[src/rtl/ctrl_pkg.sv]
// Shared decode constants, the bundle widths, and the opcode-to-control decode function.
// Unknown opcodes decode to an all-zero (NOP) control set.
package ctrl_pkg;

  localparam logic [4:0] OP_LW   = 5'b00000;
  localparam logic [4:0] OP_SW   = 5'b01000;
  localparam logic [4:0] OP_ADDI = 5'b00100;
  localparam logic [4:0] OP_R    = 5'b01100;
  localparam logic [4:0] OP_BEQ  = 5'b11000;
  localparam logic [4:0] OP_JAL  = 5'b11011;

  localparam logic [3:0] ALU_ADD = 4'b0000;
  localparam logic [3:0] ALU_CMP = 4'b1000;

  localparam int EX_W  = 6;
  localparam int MEM_W = 3;
  localparam int WB_W  = 2;

  typedef enum logic [2:0] {
    IMM_NONE,
    IMM_I,
    IMM_S,
    IMM_B,
    IMM_J
  } imm_sel_e;

  typedef struct packed {
    logic       alusrc;
    logic [3:0] aluop;
    logic       regdst;
    logic       jump;
    logic       branch;
    logic       memwrite;
    logic       memtoreg;
    logic       regwrite;
    logic       memread;
    logic       uses_rs1;
    logic       uses_rs2;
    imm_sel_e   imm_sel;
  } dec_t;

  function automatic logic op_known(input logic [4:0] op);
    return (op == OP_LW) || (op == OP_SW) || (op == OP_ADDI) ||
           (op == OP_R) || (op == OP_BEQ) || (op == OP_JAL);
  endfunction

  // r_aluop is {instr[30], funct3}; only R-type consumes it.
  function automatic dec_t decode_op(input logic [4:0] op, input logic [3:0] r_aluop);
    dec_t d;
    d = '0;
    case (op)
      OP_LW: begin
        d.alusrc = 1'b1; d.aluop = ALU_ADD; d.regdst = 1'b1;
        d.memtoreg = 1'b1; d.regwrite = 1'b1; d.memread = 1'b1;
        d.uses_rs1 = 1'b1; d.imm_sel = IMM_I;
      end
      OP_SW: begin
        d.alusrc = 1'b1; d.aluop = ALU_ADD; d.memwrite = 1'b1;
        d.uses_rs1 = 1'b1; d.uses_rs2 = 1'b1; d.imm_sel = IMM_S;
      end
      OP_ADDI: begin
        d.alusrc = 1'b1; d.aluop = ALU_ADD; d.regdst = 1'b1; d.regwrite = 1'b1;
        d.uses_rs1 = 1'b1; d.imm_sel = IMM_I;
      end
      OP_R: begin
        d.aluop = r_aluop; d.regdst = 1'b1; d.regwrite = 1'b1;
        d.uses_rs1 = 1'b1; d.uses_rs2 = 1'b1;
      end
      OP_BEQ: begin
        d.aluop = ALU_CMP; d.branch = 1'b1;
        d.uses_rs1 = 1'b1; d.uses_rs2 = 1'b1; d.imm_sel = IMM_B;
      end
      OP_JAL: begin
        d.jump = 1'b1; d.regdst = 1'b1; d.regwrite = 1'b1; d.imm_sel = IMM_J;
      end
      default: d = '0;
    endcase
    return d;
  endfunction

endpackage

[src/rtl/imm_gen.sv]
// Combinational I/S/B/J immediate extraction, each sign-extended from its top bit to XLEN.
// Takes instr[31:7] only; the opcode/size bits carry no immediate.
module imm_gen
  import ctrl_pkg::*;
#(
  parameter int XLEN = 64
) (
  input  logic [31:7]     instr_i,
  input  imm_sel_e        sel_i,
  output logic [XLEN-1:0] imm_o
);

  logic [11:0] i_imm;
  logic [11:0] s_imm;
  logic [12:0] b_imm;
  logic [20:0] j_imm;

  assign i_imm = instr_i[31:20];
  assign s_imm = {instr_i[31:25], instr_i[11:7]};
  assign b_imm = {instr_i[31], instr_i[7], instr_i[30:25], instr_i[11:8], 1'b0};
  assign j_imm = {instr_i[31], instr_i[19:12], instr_i[20], instr_i[30:21], 1'b0};

  always_comb begin
    imm_o = '0;
    case (sel_i)
      IMM_I:   imm_o = {{(XLEN-12){i_imm[11]}}, i_imm};
      IMM_S:   imm_o = {{(XLEN-12){s_imm[11]}}, s_imm};
      IMM_B:   imm_o = {{(XLEN-13){b_imm[12]}}, b_imm};
      IMM_J:   imm_o = {{(XLEN-21){j_imm[20]}}, j_imm};
      default: imm_o = '0;
    endcase
  end

endmodule

[src/rtl/pipelined_decode_ctrl.sv]
// Registered ID stage: IF/ID instruction in via valid/ready, ID/EX control bundle out one cycle later,
// with load-use stall, flush and a saturating stall counter. CTRL_ILLEGAL_TRAP_EN adds illegal-op flags.
module pipelined_decode_ctrl
  import ctrl_pkg::*;
#(
  parameter int XLEN  = 64,
  parameter int CNT_W = 16
) (
  input  logic             clk,
  input  logic             rst,
  input  logic             if_valid,
  input  logic [31:0]      if_instr,
  input  logic [XLEN-1:0]  if_pc,
  output logic             id_ready,
  input  logic             ex_ready,
  input  logic             flush,
  output logic             id_valid,
  output logic [EX_W-1:0]  id_ex_ctrl,
  output logic [MEM_W-1:0] id_mem_ctrl,
  output logic [WB_W-1:0]  id_wb_ctrl,
  output logic             id_memread,
  output logic [XLEN-1:0]  id_imm,
  output logic [4:0]       id_rs1,
  output logic [4:0]       id_rs2,
  output logic [4:0]       id_rd,
  output logic [XLEN-1:0]  id_pc,
  output logic [CNT_W-1:0] stall_cnt
`ifdef CTRL_ILLEGAL_TRAP_EN
  ,
  output logic             id_illegal,
  output logic             illegal_seen
`endif
);

  typedef struct packed {
    logic             valid;
    logic [EX_W-1:0]  ex;
    logic [MEM_W-1:0] mem;
    logic [WB_W-1:0]  wb;
    logic             memread;
    logic [XLEN-1:0]  imm;
    logic [4:0]       rs1;
    logic [4:0]       rs2;
    logic [4:0]       rd;
    logic [XLEN-1:0]  pc;
`ifdef CTRL_ILLEGAL_TRAP_EN
    logic             illegal;
`endif
  } bundle_t;

  bundle_t          bndl_q, bndl_d, nxt;
  dec_t             dec;
  logic [XLEN-1:0]  imm;
  logic [CNT_W-1:0] cnt_q, cnt_d;
  logic             hazard;
  logic             load;

`ifdef CTRL_ILLEGAL_TRAP_EN
  logic illegal;
  logic seen_q, seen_d;
`else
  logic unused_size_bits;
  assign unused_size_bits = ^if_instr[1:0];
`endif

  always_comb begin
    dec = decode_op(if_instr[6:2], {if_instr[30], if_instr[14:12]});
`ifdef CTRL_ILLEGAL_TRAP_EN
    illegal = ~op_known(if_instr[6:2]) | (if_instr[1:0] != 2'b11);
    if (illegal) dec = '0;
`endif
  end

  imm_gen #(.XLEN(XLEN)) u_imm_gen (
    .instr_i (if_instr[31:7]),
    .sel_i   (dec.imm_sel),
    .imm_o   (imm)
  );

  // Hazard looks only at the registered bundle, so a held (stalled) bundle keeps its verdict.
  assign hazard = bndl_q.valid & bndl_q.memread & (bndl_q.rd != 5'd0) &
                  (((bndl_q.rd == if_instr[19:15]) & dec.uses_rs1) |
                   ((bndl_q.rd == if_instr[24:20]) & dec.uses_rs2));

  assign id_ready = flush | ((~bndl_q.valid | ex_ready) & ~hazard);
  assign load     = if_valid & id_ready & ~flush;

  always_comb begin
    nxt         = '0;
    nxt.valid   = 1'b1;
    nxt.ex      = {dec.alusrc, dec.aluop, dec.regdst};
    nxt.mem     = {dec.jump, dec.branch, dec.memwrite};
    nxt.wb      = {dec.memtoreg, dec.regwrite};
    nxt.memread = dec.memread;
    nxt.imm     = imm;
    nxt.rs1     = if_instr[19:15];
    nxt.rs2     = if_instr[24:20];
    nxt.rd      = if_instr[11:7];
    nxt.pc      = if_pc;
`ifdef CTRL_ILLEGAL_TRAP_EN
    nxt.illegal = illegal;
`endif
  end

  always_comb begin
    bndl_d = bndl_q;
    cnt_d  = cnt_q;
    if (flush)         bndl_d = '0;
    else if (load)     bndl_d = nxt;
    else if (ex_ready) bndl_d = '0;
    if (hazard & if_valid & ~flush & ~(&cnt_q)) cnt_d = cnt_q + 1'b1;
  end

`ifdef CTRL_ILLEGAL_TRAP_EN
  assign seen_d = seen_q | (load & illegal);

  always_ff @(posedge clk or posedge rst) begin
    if (rst) seen_q <= 1'b0;
    else     seen_q <= seen_d;
  end

  assign id_illegal   = bndl_q.illegal;
  assign illegal_seen = seen_q;
`endif

  always_ff @(posedge clk or posedge rst) begin
    if (rst) begin
      bndl_q <= '0;
      cnt_q  <= '0;
    end else begin
      bndl_q <= bndl_d;
      cnt_q  <= cnt_d;
    end
  end

  assign id_valid    = bndl_q.valid;
  assign id_ex_ctrl  = bndl_q.ex;
  assign id_mem_ctrl = bndl_q.mem;
  assign id_wb_ctrl  = bndl_q.wb;
  assign id_memread  = bndl_q.memread;
  assign id_imm      = bndl_q.imm;
  assign id_rs1      = bndl_q.rs1;
  assign id_rs2      = bndl_q.rs2;
  assign id_rd       = bndl_q.rd;
  assign id_pc       = bndl_q.pc;
  assign stall_cnt   = cnt_q;

endmodule

[config.mk]
export PLATFORM = sky130hd
export DESIGN_NAME = pipelined_decode_ctrl
export DESIGN_NICKNAME = d
export VERILOG_FILES = /design/src/rtl/ctrl_pkg.sv /design/src/rtl/imm_gen.sv /design/src/rtl/pipelined_decode_ctrl.sv
export SDC_FILE = /design/constraint.sdc
export NUM_CORES = 1
export LEC_CHECK = 0
export CORE_MARGIN = 2
export CORE_UTILIZATION = 45
export CTS_BUF_LIST = sky130_fd_sc_hd__clkbuf_16
export CTS_CLUSTER_DIAMETER = 120
export DETAILED_ROUTE_END_ITERATION = 8
export HOLD_SLACK_MARGIN = 0.02
export PLACE_DENSITY = 0.87
export SKIP_LAST_GASP = 1
export SYNTH_ARGS = -nofsm -noshare
export SYNTH_HDL_FRONTEND = slang
export SYNTH_HIERARCHICAL = 1
export SYNTH_SLANG_ARGS = --single-unit
[constraint.sdc]
create_clock -name clk -period 6.7 [get_ports clk]
set_clock_uncertainty 0.2 [all_clocks]
set_input_delay 1.34 -clock clk [delete_from_list [all_inputs] [get_ports clk]]
set_output_delay 1.34 -clock clk [all_outputs]
set_load 0.01 [all_outputs]
Yosys cells after proc, flatten, opt, wreduce, memory -nomap -nowiden

Index checks and enable logic that the tools add are counted.
W data, S select, Z words.

Logic and storage cells: 64
Input bits: 101
Output and inout bits: 173
Bits in registers: 172

Reduce and logical (&&, ||, !) cells: 9
$add $sub $neg: 1
Bitwise operators: 18
Mux-type cells: 14
Equal/unequal tests: 11

Operator list:

| cell                    | number |
|---|---|
| $mux W156               | 3 |
| $pmux W64 S4            | 1 |
| $add A16 B1 Y16 const B | 1 |
| $reduce_and A16 Y1      | 1 |
| $pmux W3 S4             | 1 |
| $and A1 B1 Y1           | 11 |
| $eq A5 B4 Y1 const B    | 2 |
| $eq A5 B5 Y1            | 2 |
| $eq A5 B5 Y1 const B    | 2 |
| $mux W1                 | 8 |
| $pmux W4 S2             | 1 |
| $eq A3 B2 Y1 const B    | 2 |
| $reduce_or A3 Y1        | 2 |
| $eq A5 B3 Y1 const B    | 1 |
| $logic_not A5 Y1        | 1 |
| $reduce_bool A5 Y1      | 1 |
| $reduce_or A5 Y1        | 1 |
| $not A1 Y1              | 4 |
| $reduce_or A4 Y1        | 1 |
| $eq A3 B1 Y1 const B    | 1 |
| $eq A3 B3 Y1 const B    | 1 |
| $or A1 B1 Y1            | 3 |
| $reduce_bool A3 Y1      | 1 |
| $reduce_or A2 Y1        | 1 |

Logic depth before layout (Yosys ltp)

Gate-level depths: netlist of run 1.

Depth in word-level cells: 13
Mapped depth: 9
Depth with buffers taken out: 7

By module

Netlist of run 1, hierarchy kept.

Modules (own cells, without submodules):

| module                | instances | area an instance (um^2) | seq. area each (um^2) | cells each |
|---|---|---|---|---|
| pipelined_decode_ctrl | 1         | 6573.8                  | 4254.1                | 475 |
| imm_gen               | 1         | 710.7                   | 0.0                   | 82 |

Worst setup path after synthesis of run 1

No wires, ideal clock.

Path kind: input to register
Start: in if_instr[4]
End: reg bndl_q (netlist bit id_imm[21])
Arrival: 3.823 ns
Setup time: 0.066 ns
Cell stages on the path: 7
Path slack: 2.610 ns
Data required time: 6.434 ns
Buffers on the path: 2
Cell sequence: nand2b_1 -> nor3_1 -> buf_6 -> nor3_4 -> nor3b_2 -> buf_4 -> a22o_1

RTL lines:

| element                | line                         | text |
|---|---|---|
| start: declaration     | pipelined_decode_ctrl.sv:12  | `input logic [31:0] if_instr,` |
| end signal: assignment | pipelined_decode_ctrl.sv:131 | `bndl_q <= bndl_d;` |
| end: declaration       | pipelined_decode_ctrl.sv:51  | `bundle_t bndl_q, bndl_d, nxt;` |

Final worst setup path of run 1

Start: in if_instr[20]
End: out id_ready

Cells in the longest elaborated chain, start to end: 7

Ends and longest elaborated chain:

| element          | line                        | text |
|---|---|---|
| $eq A5 B5 Y1     | pipelined_decode_ctrl.sv:83 | `((bndl_q.rd == if_instr[24:20]) & dec.uses_rs2));` |
| $and A1 B1 Y1    | pipelined_decode_ctrl.sv:83 |  |
| $or A1 B1 Y1     | pipelined_decode_ctrl.sv:82 | `(((bndl_q.rd == if_instr[19:15]) & dec.uses_rs1) \|` |
| $and A1 B1 Y1    | pipelined_decode_ctrl.sv:81 | `assign hazard = bndl_q.valid & bndl_q.memread & (bndl_q.rd != 5'd0) &` |
| $not A1 Y1       | pipelined_decode_ctrl.sv:85 | `assign id_ready = flush \| ((~bndl_q.valid \| ex_ready) & ~hazard);` |
| $and A1 B1 Y1    | pipelined_decode_ctrl.sv:85 |  |
| $or A1 B1 Y1     | pipelined_decode_ctrl.sv:85 |  |
| end: declaration | pipelined_decode_ctrl.sv:14 | `output logic id_ready,` |

Every way passes these cells.

==> metrics, run 1 <==
largest net degree at the start of global routing 124; yosys warns 6; Min Hold Slack 297 ps; Crit. End Element output port; Final Setup Violations 0; synthesized flop and latch total 170; num rows 46; Cell Pwr Density 224 mW/mm^2; CP peak stage delay 610 ps; htree depth 4; Chip Width 131 um; GP Congestion 0.820; Routed WL 20200 um; critical path startpoint category primary input; post-synthesis cell count 557; RSZ-0062 raised after global routing false; critical path class in2out; Post-DP HPWL 13900 um; slowest CP cell clkdlybuf4s50_1; Area Growth Syn to Fin 42.0%; critical path required time 5160 ps; CTS Sinks 170; pre-CTS WS 1630 ps; ratio of cells with drive above 1 in the final layout 0.0766; Design Area, Final 0.0103 sq mm; post-route minimum period 5110 ps; IO buf count 271; Worst Max-Slew Pin Slew 1100 ps; # nets final 872; Ports 274; die area 0.0172 sq mm; Post-Route Setup TNS 0 ps; Yosys cell types 47; GRT overflow 0; Slew headroom 0.266; Clock transition at path regs 60 ps; die height 131 um; register area share after synthesis 0.584; maximum clock path buffer count 2; CTS Root Cell clkbuf_16; ant diodes 0; Final Hold Viols 0; via count 5550; Layout fillers 1182; CTS tree yes; Worst Hold Class reg2reg; setup slack after layout 1590 ps; clock latency on the worst-skew pair 420 ps; global-route wire length before repair 32300 um; Critical Path AT 3570 ps; Iter 0 DRT Violations 297; vias per inst 5.56; CTS Buf Count 17; Final Max Slew Viols 0; GRT Total Usage 0.239; per-cell routed wire length 20.3 um; CTS resizes 0; sequential cell area 0.00425 sq mm; status finished, final reports clean; Max Cap Viol 0; Core ar. 0.0158 sq mm; Initial Util 0.460; Max FO, Critical Path 5; Pre-Repair DR Iteration Count 4; initial antenna violation count 0; placed instance area 0.00978 sq mm; Peak VDD IR 174 uV; period utilization 0.763; Post-CTS Setup Inserts 0; Mean Syn Cell Area 13.1 sq um; DRC violations left 0; Static Leak 4.51 nW; CTS Hold Bufs 0; max frequency 196 MHz; CP cell instances clkdlybuf4s50_1, xnor2_1, nand4_1, a2111oi_4, o21ai_2, o21a_1, clkdlybuf4s50_1; Syn Nets 659; Mapped Area 0.00728 sq mm; Final ANT Viol Nets 0; area occupied by multi-input gates 0.00246 sq mm; Critical Path Most Common Cell clkdlybuf4s50_1; vias in the first global route 5604
sequential cells by signal, summed over array words and instances, names as in the netlist:
| name | cells |
|---|---|
| id_imm | 64 |
| id_pc | 64 |
| stall_cnt | 16 |
| id_ex_ctrl | 6 |
| id_rd | 5 |
| id_rs1 | 5 |
| id_rs2 | 5 |
| id_mem_ctrl | 3 |
| id_valid | 1 |
| id_wb_ctrl | 1 |
cell type report:
class	count	area share
inverter	4	0.00194
tap	216	0.0261
clock inverter	15	0.0133
timing repair buffer	279	0.268
multi-input combinational	298	0.238
clock buffer	17	0.0411
sequential	170	0.411
Yosys cell counts, drive strengths merged:
library cell | n | area share
o211a | 1 | 0.0014
nand2 | 22 | 0.011
nand4 | 7 | 0.0060
mux2i | 7 | 0.0096
nand3b | 2 | 0.0021
xnor2 | 8 | 0.011
and3 | 3 | 0.0026
nor3 | 10 | 0.0084
o2111ai | 1 | 0.0012
o2bb2ai | 8 | 0.0096
a31oi | 1 | 0.00086
nor3b | 10 | 0.017
nand4bb | 2 | 0.0031
nand3 | 8 | 0.0055
nor2 | 8 | 0.0045
o21a | 3 | 0.0041
a2111oi | 1 | 0.0038
clkbuf | 18 | 0.0093
a32o | 5 | 0.0069
a21oi | 3 | 0.0021
inv | 4 | 0.0021
and4 | 4 | 0.0048
a41o | 1 | 0.0014
ha | 1 | 0.0017
dfrtp | 170 | 0.58
or3 | 1 | 0.00086
nand2b | 4 | 0.0034
o211ai | 2 | 0.0021
or4 | 2 | 0.0026
mux2 | 1 | 0.0015
a22o | 146 | 0.18
buf | 67 | 0.071
nor2b | 3 | 0.0026
o21ai | 2 | 0.0019
nor4 | 3 | 0.0026
xor2 | 18 | 0.023
per-stage QoR:
step | std cells | utilization | power (mW)
after floorplan | 557 | - | 1.25
after global placement | 967 | 0.618 | 1.39
after detailed placement | 967 | 0.618 | 1.40
after CTS | 999 | 0.653 | 2.34
after global routing | 999 | 0.653 | 2.41
final | 999 | 0.653 | 2.32
critical path: cells and delay by family:
family          cells  cell delay [ps]
compound gates      3              820
xor+xnor            1              160
simple gates        1              160
buf+inv             2             1090
cells in the final DEF (no fill, tap or decap), drive strengths merged, types with 4 or more instances in the layout:
| cell type | netlist | layout |
|---|---|---|
| a22o | 146 | 146 |
| a32o | 5 | 5 |
| and4 | 4 | 4 |
| buf | 67 | 8 |
| clkbuf | 18 | 17 |
| clkdlybuf4s50 | 0 | 271 |
| clkinv | 0 | 5 |
| dfrtp | 170 | 170 |
| inv | 4 | 11 |
| mux2i | 7 | 7 |
| nand2 | 22 | 22 |
| nand2b | 4 | 4 |
| nand3 | 8 | 8 |
| nand4 | 7 | 7 |
| nor2 | 8 | 8 |
| nor3 | 10 | 10 |
| nor3b | 10 | 10 |
| o2bb2ai | 8 | 8 |
| xnor2 | 8 | 8 |
| xor2 | 18 | 18 |
cell families (layout without fill, tap and decap cells):
logic type      count (synthesis)  in the layout  share of synthesized area
compound gates                174            174                      0.211
mux                             8              8                     0.0112
xor+xnor                       26             26                     0.0333
flops                         170            170                      0.584
buf+inv                        89            315                     0.0821
simple gates                   89             89                     0.0769
fa+ha+maj                       1              1                    0.00172
metal layers:
layer / vias to the layer above / part of all wire / GRT usage
met4: 0 / 0.028 / 0.0948
met2: 244 / 0.48 / 0.377
met5: - / 0 / 0
li1: 2479 / - / -
met3: 35 / 0.082 / 0.0756
met1: 2792 / 0.41 / 0.309
worst paths after layout:
path                              start    endpoint  slack, ps  cells after the start
setup / recovery           if_instr[20]    id_ready       1590                      7
hold / removal                id_rs2[0]   id_rs2[0]        300                      1
setup reg to reg               id_rd[1]    id_pc[9]       3330                      6
hold reg to reg               id_rs2[0]   id_rs2[0]        300                      1
max in group asynchronous           rst  id_imm[13]       3660                      3
min in group asynchronous           rst   id_pc[51]       1350                      2
report_power, final:
part,switching [mW],internal [mW],leakage [nW],total (mW)
Combinational,0.135,0.156,1.92,0.291
Clock,0.421,0.517,0.277,0.939
Sequential,0.0246,1.06,2.32,1.09
Total,0.581,1.74,4.51,2.32
Power figures use the tool's default switching activity.
==> run 2: changes to the inputs <==
--- a/config.mk
+++ b/config.mk
@@ -6,12 +6,12 @@
 export NUM_CORES = 1
 export LEC_CHECK = 0
 export CORE_MARGIN = 2
-export CORE_UTILIZATION = 45
+export CORE_UTILIZATION = 41
 export CTS_BUF_LIST = sky130_fd_sc_hd__clkbuf_16
 export CTS_CLUSTER_DIAMETER = 120
 export DETAILED_ROUTE_END_ITERATION = 8
 export HOLD_SLACK_MARGIN = 0.02
-export PLACE_DENSITY = 0.87
+export PLACE_DENSITY = 0.84
 export SKIP_LAST_GASP = 1
 export SYNTH_ARGS = -nofsm -noshare
 export SYNTH_HDL_FRONTEND = slang
==> constraint.sdc (replaced) <==
create_clock -name clk -period 4.5 [get_ports clk]
set_clock_uncertainty 0.2 [all_clocks]
set_input_delay 0.9 -clock clk [delete_from_list [all_inputs] [get_ports clk]]
set_output_delay 0.9 -clock clk [all_outputs]
set_load 0.01 [all_outputs]
==> metrics, run 2 (synthesis gave the netlist of run 1 again) <==
status finished, final reports clean; WP buf/inv 2; most frequent cells in the layout 271 x clkdlybuf4s50_1, 170 x dfrtp_1, 146 x a22o_1; CTS Buf Count 17; Ports 274; critical path class in2out; post-route minimum period 4200 ps; clock latency on the worst-skew pair 420 ps; Slew headroom 0.525; Post-CTS Setup Inserts 0; clock share of power 0.416; Max FO, Critical Path 7; Sw Ratio 0.248; Post-DP HPWL 14200 um; Worst Hold Class reg2reg; sequential cell area 0.00425 sq mm; Comb power frac 0.125; CP cell instances clkdlybuf4s50_1, nand2b_1, nand2_1, and4_1, o21ai_2, o21a_1, clkdlybuf4s50_1; RSZ-0062 raised after global routing false; GP Congestion 0.818; Critical Path Most Common Cell clkdlybuf4s50_1; IO buf count 271; delay-heaviest family, CP buffers and inverters; Clock transition at path regs 70 ps; Cell Pwr Density 337 mW/mm^2; htree depth 4; Initial Util 0.420; ant diodes 0; CTS Sinks 170; # nets final 878; Final Hold Viols 0; vias in the first global route 5444; GRT overflow 0; via count 5496; Crit. End Element output port; DRC violations left 0; initial antenna violation count 0; sequential share of power 0.458; global-route wire length before repair 30600 um; slowest CP cell clkdlybuf4s50_1; die height 137 um; commonest non-fill, non-tap cell in the layout clkdlybuf4s50_1; area occupied by multi-input gates 0.00246 sq mm; die area 0.0188 sq mm; r2r startpoint id_rd[1]; Total Power Consumption 3.53 mW; CTS Root Cell clkbuf_16; Pre-Repair DR Iteration Count 4; ratio of cells with drive above 1 in the final layout 0.0824; Static Leak 4.57 nW; Psw 0.876 mW; Max Cap Viol 0; Post-Route Setup TNS 0 ps; Final Max Slew Viols 0; vias per inst 5.42; critical path required time 3400 ps; CP peak stage delay 650 ps; Area Growth Syn to Fin 43.8%; per-cell routed wire length 20.1 um; Worst Max-Slew Pin Slew 710 ps; num rows 48; Critical Path AT 3100 ps; P_int 2.65 mW; hold_sp stall_cnt[10]; Layout fillers 1374; Routed WL 20400 um; Core ar. 0.0174 sq mm; critical path startpoint category primary input; GRT Total Usage 0.212; Setup crit start if_instr[4]; Final Setup Violations 0; Chip Width 137 um; maximum clock path buffer count 2; max frequency 238 MHz; period utilization 0.933; largest net degree at the start of global routing 88; CTS resizes 0; Iter 0 DRT Violations 464; CTS Hold Bufs 0; CTS tree yes; Final ANT Viol Nets 0; Peak VDD IR 260 uV
-- run 2: metrics by stage --
stage	cells	util	hold slack [ps]	setup slack (ps)	area (sq um)
floorplan	557	-	316	850	7290
global placement	982	0.569	273	359	9880
detailed placement	982	0.569	274	323	9880
CTS	1014	0.604	287	313	10500
global route	1014	0.604	310	193	10500
finish	1014	0.604	293	302	10500
-- run 2: layer usage --
layer  vias to the layer above  global-route usage  wire length (um)
li1                       2492                   -                 -
met1                      2741               0.272              8190
met2                       239               0.339              9790
met3                        24              0.0703              2050
met4                         0              0.0704               391
met5                         -                   0                 0
-- run 2: final timing paths --
| path | to | slack, ps | cells past startpoint |
|---|---|---|---|
| max | id_ready | 300 | 7 |
| min | stall_cnt[10] | 290 | 1 |
| max reg2reg | id_imm[27] | 1570 | 6 |
| min reg2reg | stall_cnt[10] | 290 | 1 |
| max in group asynchronous | id_ex_ctrl[1] | 2680 | 3 |
| min in group asynchronous | id_pc[43] | 630 | 2 |
-- run 2: area by class of cell --
type / count / share of cell area
Sequential cell: 170 / 0.406
Timing Repair Buffer: 285 / 0.274
Multi-Input combinational cell: 298 / 0.235
Clock buffer: 17 / 0.0406
Tap cell: 225 / 0.0269
Clock inverter: 15 / 0.0161
Inverter: 4 / 0.00179
-- run 2: power by group through the flow --
stage / Sequential (mW) / Clock, mW / Combinational [mW]
after floorplan: 1.67 / 0 / 0.191
after detailed placement: 1.64 / 0 / 0.446
after global placement: 1.64 / 0 / 0.441
after global routing: 1.62 / 1.57 / 0.476
final: 1.62 / 1.47 / 0.442
after CTS: 1.62 / 1.51 / 0.449
-- run 2: worst reg2reg max path, delay by kind of cell (launching register included) --
kind / cells / cell delay [ps]
compound gates: 3 / 710
simple gates: 2 / 1120
buf+inv: 1 / 380
flops: 1 / 450
==> run 3: changes to the inputs <==
--- a/config.mk
+++ b/config.mk
@@ -9,9 +9,11 @@
 export CORE_UTILIZATION = 41
 export CTS_BUF_LIST = sky130_fd_sc_hd__clkbuf_16
 export CTS_CLUSTER_DIAMETER = 120
+export CTS_CLUSTER_SIZE = 12
 export DETAILED_ROUTE_END_ITERATION = 8
 export HOLD_SLACK_MARGIN = 0.02
 export PLACE_DENSITY = 0.84
+export SETUP_SLACK_MARGIN = 0.3
 export SKIP_LAST_GASP = 1
 export SYNTH_ARGS = -nofsm -noshare
 export SYNTH_HDL_FRONTEND = slang
==> metrics, run 3 (synthesis gave the netlist of run 1 again) <==
status finished, final reports clean; Post-Route Setup TNS 0 ps; Ports 274; DRC violations left 0; Clock transition at path regs 70 ps; largest net degree at the start of global routing 88; Layout fillers 1372; Crit. End Element output port; htree depth 4; RSZ-0062 raised after global routing false; Final Setup Violations 0; Iter 0 DRT Violations 391; Area Growth Syn to Fin 43.9%; ant diodes 0; CTS Hold Bufs 0; critical path class in2out; period utilization 0.909; Max Cap Viol 0; most frequent cells in the layout 270 x clkdlybuf4s50_1, 170 x dfrtp_1, 146 x a22o_1; CTS Sinks 170; CTS Root Cell clkbuf_16; Critical Path AT 2990 ps; num rows 48; CTS Buf Count 17; Initial Util 0.420; initial antenna violation count 0; Total Power Consumption 3.53 mW; delay-heaviest family, CP buffers and inverters; Max FO, Critical Path 5; slowest CP cell clkdlybuf4s50_1; Final Max Slew Viols 0; max frequency 245 MHz; via count 5506; Post-CTS Setup Inserts 0; IO buf count 271; Routed WL 20400 um; Worst Max-Slew Pin Slew 748 ps; CP peak stage delay 580 ps; maximum clock path buffer count 2; Final Hold Viols 0; setup slack after layout 410 ps; Worst Hold Class reg2reg; vias in the first global route 5444; GRT overflow 0; pre-CTS WS 323 ps; post-route minimum period 4090 ps; Static Leak 4.58 nW; CP cell instances clkdlybuf4s50_1, xnor2_1, nand4_1, a2111oi_4, o21ai_2, o21a_1, clkdlybuf4s50_1; Chip Width 137 um; commonest non-fill, non-tap cell in the layout clkdlybuf4s50_1; die height 137 um; ratio of cells with drive above 1 in the final layout 0.0849; GRT Total Usage 0.212; Cell Pwr Density 337 mW/mm^2; Core ar. 0.0174 sq mm; vias per inst 5.43; Pre-Repair DR Iteration Count 5; Peak VDD IR 260 uV; Post-DP HPWL 14200 um; WP buf/inv 2; Final ANT Viol Nets 0; per-cell routed wire length 20.1 um; Critical Path Most Common Cell clkdlybuf4s50_1; CTS tree yes; global-route wire length before repair 30600 um; Min Hold Slack 292 ps; critical path required time 3400 ps; critical path startpoint category primary input; Slew headroom 0.500; die area 0.0188 sq mm; # nets final 878; GP Congestion 0.818; clock latency on the worst-skew pair 420 ps
==> run 3: cell type report <==
class,instances,area (sq um),area share
tap,225,282,0.0268
sequential,170,4250,0.406
clock inverter,15,169,0.0161
inverter,4,18.8,0.00179
timing repair buffer,285,2870,0.274
multi-input combinational,298,2470,0.235
clock buffer,17,425,0.0406
==> run 3: final timing paths <==
check | startpoint | end | slack (ps) | cells after the start
max | if_instr[24] | id_ready | 410 | 7
min | stall_cnt[10] | stall_cnt[10] | 290 | 1
min reg2reg | stall_cnt[10] | stall_cnt[10] | 290 | 1
max reg2reg | id_rd[1] | id_pc[40] | 1570 | 6
min in group asynchronous | rst | id_pc[43] | 630 | 2
max in group asynchronous | rst | id_ex_ctrl[1] | 2680 | 3
==> run 3: stage by stage <==
step	cell area, sq um	util	cells
2_1_floorplan	7290	-	557
3_3_place_gp	9880	0.569	982
3_5_place_dp	9880	0.569	982
4_1_cts	10500	0.604	1014
5_1_grt	10500	0.604	1014
6_report	10500	0.604	1014
==> run 3: what timing repair did <==
action / 4_1_cts / 5_1_grt
setup endpoints to repair: 0 / 1
endpoints found under the hold margin: 0 / 0
gates resized for setup: 0 / 3
==> run 3: per-layer routing <==
metal | share of wire | wire [um] | global-route usage
met5 | 0 | 0 | 0
met3 | 0.094 | 1910 | 0.0703
met4 | 0.019 | 393 | 0.0704
met1 | 0.41 | 8410 | 0.272
met2 | 0.48 | 9700 | 0.339
==> run 3: power by group <==
part           switching (mW)  internal (mW)  total, mW
sequential             0.0359           1.58       1.62
combinational           0.203          0.240      0.443
clock                   0.638          0.831       1.47
total                   0.878           2.65       3.53
